<file path="src/rtl/serial_subtractor.sv">
// rtl/serial_subtractor.sv - bit-serial two's-complement subtractor, LSB first, with borrow and overflow
module serial_subtractor #(
    parameter int NUM_BITS = 8
) (
    input  logic                clk,
    input  logic                rst,
    input  logic                start,
    input  logic [NUM_BITS-1:0] a,
    input  logic [NUM_BITS-1:0] b,
    input  logic                borrow_in,
    output logic                busy,
    output logic                done,
    output logic [NUM_BITS-1:0] diff,
    output logic                borrow_out,
    output logic                overflow
);

    // Counter only needs to reach NUM_BITS-1; NUM_BITS >= 2 keeps CNT_W >= 1.
    localparam int                CNT_W    = $clog2(NUM_BITS);
    localparam logic [CNT_W-1:0]  CNT_LAST = CNT_W'(NUM_BITS - 1);

    typedef enum logic [1:0] {
        IDLE  = 2'd0,
        SHIFT = 2'd1,
        DONE  = 2'd2
    } state_t;

    state_t              state;
    logic [NUM_BITS-1:0] a_sr;
    logic [NUM_BITS-1:0] b_sr;
    logic                br;
    logic [CNT_W-1:0]    cnt;

    logic                a_bit;
    logic                b_bit;
    logic                d_bit;
    logic                br_next;
    logic                last_bit;

    // One-bit full-subtractor slice on the current LSBs of the operand shift registers.
    always_comb begin
        a_bit    = a_sr[0];
        b_bit    = b_sr[0];
        d_bit    = a_bit ^ b_bit ^ br;
        br_next  = (~a_bit & b_bit) | (~(a_bit ^ b_bit) & br);
        last_bit = (cnt == CNT_LAST);
    end

    // Status flags are pure decodes of the registered state, so no input reaches them combinationally.
    assign busy = (state == SHIFT);
    assign done = (state == DONE);

    // Main sequencer: load on accepted start, shift one bit per clock, publish flags on the last bit.
    always_ff @(posedge clk) begin
        if (rst) begin
            state      <= IDLE;
            a_sr       <= '0;
            b_sr       <= '0;
            br         <= 1'b0;
            cnt        <= '0;
            diff       <= '0;
            borrow_out <= 1'b0;
            overflow   <= 1'b0;
        end else begin
            case (state)
                IDLE, DONE: begin
                    // Operands are only sampled here; input activity at any other time is invisible.
                    if (start) begin
                        a_sr  <= a;
                        b_sr  <= b;
                        br    <= borrow_in;
                        cnt   <= '0;
                        state <= SHIFT;
                    end else begin
                        state <= IDLE;
                    end
                end
                SHIFT: begin
                    // start is deliberately not looked at here so the operation in flight is untouched.
                    a_sr <= {1'b0, a_sr[NUM_BITS-1:1]};
                    b_sr <= {1'b0, b_sr[NUM_BITS-1:1]};
                    br   <= br_next;
                    // Result bits enter at the MSB so the final bit lands in position NUM_BITS-1.
                    diff <= {d_bit, diff[NUM_BITS-1:1]};
                    if (last_bit) begin
                        // On the last bit a_bit/b_bit are the captured sign bits and d_bit is the result sign.
                        borrow_out <= br_next;
                        overflow   <= (a_bit != b_bit) && (d_bit != a_bit);
                        cnt        <= '0;
                        state      <= DONE;
                    end else begin
                        cnt <= cnt + 1'b1;
                    end
                end
                default: begin
                    state <= IDLE;
                end
            endcase
        end
    end

endmodule
</file>
<file path="config.mk">
export PLATFORM = sky130hd
export DESIGN_NAME = serial_subtractor
export DESIGN_NICKNAME = d
export VERILOG_FILES = /design/src/rtl/serial_subtractor.sv
export SDC_FILE = /design/constraint.sdc
export NUM_CORES = 1
export LEC_CHECK = 0
export ABC_AREA = 1
export CORE_MARGIN = 4
export CORE_UTILIZATION = 55
export DETAILED_ROUTE_END_ITERATION = 10
export GPL_TIMING_DRIVEN = 0
export PLACE_DENSITY = 0.92
export SLEW_MARGIN = 0
export SYNTH_ARGS = -nofsm -noshare
export SYNTH_HDL_FRONTEND = slang
export SYNTH_SLANG_ARGS = --single-unit
</file>
<file path="constraint.sdc">
create_clock -name clk -period 1.9 [get_ports clk]
set_input_delay 0.19 -clock clk [delete_from_list [all_inputs] [get_ports clk]]
set_output_delay 0.19 -clock clk [all_outputs]
set_load 0.02 [all_outputs]
</file>
# Word level (Yosys, flattened, before mapping)
# Index checks and enable logic that the tools add are counted.
# word_totals
reg_bits,32
word_cells,41
inputBits,20
# op_classes
muxes,12
n_eq_ne,7
addsub,1
reduce_logical,6
bitwise,7
# ops
op,count
one-hot mux 8 bit (2 select lines),2
2-to-1 mux 8 bit,2
2-to-1 mux 3 bit,2
one-hot mux 3 bit (2 select lines),1
one-hot mux 2 bit (2 select lines),1
AND reduction 2 bit,2
adder 3 x 1 -> 3 bit (second input constant),1
== test 3 bit (second input constant),1
AND 1 bit,2
== test 2 x 1 -> 1 bit (second input constant),1
== test 2 bit (second input constant),1
logical NOT 2 bit,1
2-to-1 mux 1 bit,2
2-to-1 mux 2 bit,1
inequality test 1 bit,2
inequality test 2 x 1 -> 1 bit (second input constant),1
inequality test 2 bit (second input constant),1
NOT 1 bit,2
one-hot mux 1 bit (2 select lines),1
nonzero test 2 bit,1
OR reduction 2 bit,1
XOR 1 bit,2
logical AND 1 bit,1
bitwise OR 1 bit,1

# Logic depth before layout (Yosys ltp)
# logic_depth
word_depth,5
depth_mapped,8
ltp_nobuf,8

# Least setup slack after synthesis
# No wires, ideal clock.
# synth_path
kind,reg2reg
start,reg a_sr[0]
end,reg overflow
period_less_slack_ps,1306
setup_slack_ps,594
required_time_ps,1791
n_path_buf,0
arrival_ps,1197
path_stages_with_launch,8
cell_sequence,dfxtp_1 > inv_1 > fa_1 > nand2_1 > nand3b_1 > nand2_1 > nand2_1 > inv_1
# synth_via
elab_chain_cells,4
elab_cells_between_ends,5
cone_classes,2 x eq/ne; 2 x bitwise; 1 x reduce/logical
# synth_lines
element,line_no,source
start: declaration,29,logic [NUM_BITS-1:0] a_sr;
start signal: assignment,80,"a_sr <= {1'b0, a_sr[NUM_BITS-1:1]};"
XOR 1 bit (2 in series),44,d_bit = a_bit ^ b_bit ^ br;
inequality test 1 bit,88,overflow <= (a_bit != b_bit) && (d_bit != a_bit);
logical AND 1 bit *,88,
end signal: assignment,88,
end: declaration,15,output logic overflow
# Mark *: on every way between the ends. The rest lies on a longest branch, timed or not.
# A chain may end at the register's enable or synchronous reset.

# Worst setup path after layout
# layout_path
start,reg state[0]
end,out busy
# layout_via
elab_chain_cells,1
# layout_lines
element,line_no,source
start: declaration,28,state_t state;
start signal: assignment,56,state <= IDLE;
start signal: assignment,73,state <= SHIFT;
start signal: assignment,75,state <= IDLE;
== test 2 x 1 -> 1 bit,50,assign busy = (state == SHIFT);
end: declaration,11,"output logic busy,"
# No other way between the ends.

==> results.py <==
metrics = {
    "synth": {
        "synth-simple-area-share_pct": 36.0,
        "synth_xor_area_share_pct": 0,
        "synthAdderAreaFrac_pct": 3.52,
        "yosysSeqAreaShare_pct": 39.2,
        "synth_seq_cells": 32,
        "synthCells": 236,
        "syn_area_per_cell_um2": 6.92,
        "netlist_area_mm2": 0.00163,
        "yosys_warnings": 0,
        "synth_top_family_by_area": "simple AND/OR/NAND/NOR gates",
        "ys_types": 21,
        "synth.area.mux_share_pct": 0,
        "synth_compound_area_share_pct": 5.13,
        "syn_nets": 260,
    },
    "power_and_ir_drop": {
        "p_seq_share_pct": 48.2,
        "swShare_pct": 30.5,
        "power.total_mw": 1.56,
        "p_sw_uw": 476,
        "power.share.combinational_pct": 24.9,
        "vdd.ir_drop.worst_mv": 0.564,
        "p_leak_nw": 0.993,
        "intPower_mw": 1.09,
        "clock_power_share_pct": 26.8,
        "power_density_mw_per_mm2": 770,
    },
    "floorplanning": {
        "ios": 32,
        "floorplan.rows": 19,
        "core_mm2": 0.00281,
        "die_x_um": 62.5,
        "initial_core_util_pct": 58.3,
        "die_h_um": 62.5,
        "die-area_mm2": 0.00391,
    },
    "cts": {
        "cts_tree": "yes",
        "numCtsBuffers": 5,
        "cts_root_buffer": "clkbuf_4",
        "worstSkewPairLatency_ps": 340,
        "hold_buffers": 0,
        "clockBufferDepth": 2,
        "clock-sinks": 32,
        "cts.reportedPaths.clkPinSlew_ps": 90,
        "cts_max_level": 2,
    },
    "sta": {
        "finalHoldViolations": 0,
        "skew_ps": 4.70,
        "slew_viol_final": 0,
        "post-route-period-util_pct": 93.2,
        "period_needed_ps": 1770,
        "rsz0062_at_grt": "false",
        "finalSetupViolCount": 0,
        "finalSetupTns_ps": 0,
        "slew_headroom_pct": 85.4,
        "worst_pin_slew_ps": 218,
        "clock.fmax_ghz": 0.564,
    },
    "placement": {
        "place.gp.congestion": 0.806,
        "dpl-instance-area_mm2": 0.00197,
        "dp_hpwl_um": 2430,
        "port_buffers": 30,
    },
    "critical_path": {
        "arrival_ps": 1580,
        "critical_path_required_ps": 1710,
        "worstSetupStartpointType": "register",
        "startpoint": "state[0]$_SDFFE_PP0P_",
        "path_class": "reg2out",
        "crit_fanout": 10,
        "reg2reg_from": "a_sr[0]$_SDFFE_PP0P_",
        "end_kind": "primary output",
        "r2r_cells": 7,
    },
    "routing": {
        "drt_iter0_markers": 77,
        "vias": 1541,
        "viasPerCell": 5.05,
        "detail_route.wl_per_cell_um": 11.5,
        "dr.pass1.iters": 4,
        "drt-total-wl_um": 3510,
        "antenna_left": 0,
        "drc": 0,
    },
    "global_route": {
        "gr-usage-all-layers_pct": 18.9,
        "grt_max_degree": 11,
        "grt_pass1_wl_um": 5990,
        "antenna_found_initial": 0,
        "grt.overflow.total": 0,
        "grt_pass1_vias": 1368,
    },
    "layout": {
        "final_common_cell": "nand2_1",
        "area_delta_synth_final_pct": 24.3,
        "antenna_cells": 0,
        "fin_area_mm2": 0.00203,
        "nets": 297,
        "final_cell_mix": "40 x nand2_1, 38 x inv_1, 36 x nand3_1, 32 x nor2_1, 32 x dfxtp_1",
        "drive_gt1_share_pct": 9.85,
    },
    "outcome": {
        "outcome": "finished, final reports clean",
    },
    "worst_hold_path": {
        "hold_path_depth": 2,
        "hp-class": "in2reg",
        "hold_start": "rst",
    },
    "run": {
        "maxCapViolations": 0,
    },
}
cell type report:
cell class,instances,area (µm²)
buffer,14,111
clock buffer,8,58.8
fill,224,774
inverter,40,153
multi-input combinational,150,729
tap,31,38.8
timing repair buffer,30,299
sequential,32,641
cells in the mapped netlist:
| cell | instances | area, µm² |
|---|---|---|
| a21oi_2 | 1 | 8.76 |
| nand2_4 | 2 | 22.5 |
| buf_4 | 4 | 30.0 |
| nor2_4 | 1 | 11.3 |
| inv_1 | 38 | 143 |
| clkbuf_2 | 1 | 5.00 |
| a21oi_1 | 7 | 35.0 |
| buf_2 | 4 | 20.0 |
| fa_1 | 1 | 20.0 |
| nor2_1 | 32 | 120 |
| o21ai_0 | 8 | 40.0 |
| dfxtp_1 | 32 | 641 |
| inv_4 | 1 | 6.26 |
| buf_6 | 5 | 56.3 |
| ha_1 | 3 | 37.5 |
| nor3_1 | 15 | 75.1 |
| nand3b_1 | 3 | 22.5 |
| nand2_1 | 40 | 150 |
| inv_2 | 1 | 3.75 |
| nand2_2 | 1 | 6.26 |
| nand3_1 | 36 | 180 |
flip-flops by register name, summed over array words and instances, names as in the netlist:
| name | flops |
|---|---|
| overflow | 1 |
| br | 1 |
| borrow_out | 1 |
| a_sr | 8 |
| cnt | 3 |
| diff | 8 |
| b_sr | 8 |
| state | 2 |
cells by family (layout without fill, tap and decap cells):
group	after synthesis	in the layout
flops	32	32
compound gates	16	16
buf+inv	54	92
fa+ha+maj	4	4
simple gates	130	130
repair_timing:
item                       in CTS  in global routing
setup endpoints to repair       2                  1
setup buffers                   0                  0
gates resized for setup         2                  1
stage by stage:
step | cells | utilization, % | worst slack (ps) | hold WS (ps)
CTS | 305 | 72.3 | 95.2 | 114
finish | 305 | 72.4 | 128 | 112
global placement | 297 | 70.3 | 223 | 465
global route | 305 | 72.4 | 17.3 | 127
detailed placement | 297 | 70.3 | 212 | 470
floorplan | 236 | - | 594 | 331
metal layers:
metal,GRT usage [%],wire length (µm),up-vias
met5,0,0,-
li1,-,-,806
met2,29.6,1610,29
met4,9.09,63,0
met1,23.8,1650,699
met3,5.58,183,7
final timing paths:
kind,to,slack (ps)
setup reg to reg,overflow$_SDFFE_PP0P_,470
setup / recovery,busy,130
hold reg to reg,borrow_out$_SDFFE_PP0P_,490
hold / removal,state[0]$_SDFFE_PP0P_,110
power groups by stage:
| stage | sequential (mW) | combinational [mW] | clock [mW] |
|---|---|---|---|
| final | 0.754 | 0.390 | 0.420 |
| after global routing | 0.762 | 0.437 | 0.449 |
| after CTS | 0.754 | 0.389 | 0.416 |
| after detailed placement | 0.769 | 0.387 | 0 |
| after global placement | 0.767 | 0.379 | 0 |
| after floorplan | 0.782 | 0.248 | 0 |
critical path: stages (launching register included):
cell and delay (ps):
dfxtp_1 330, buf_6 150, inv_4 60, nor2_4 100, buf_6 150, buf_6 140
clkdlybuf4s15_1 310
Note: power is estimated with default switching activity, not from simulation.
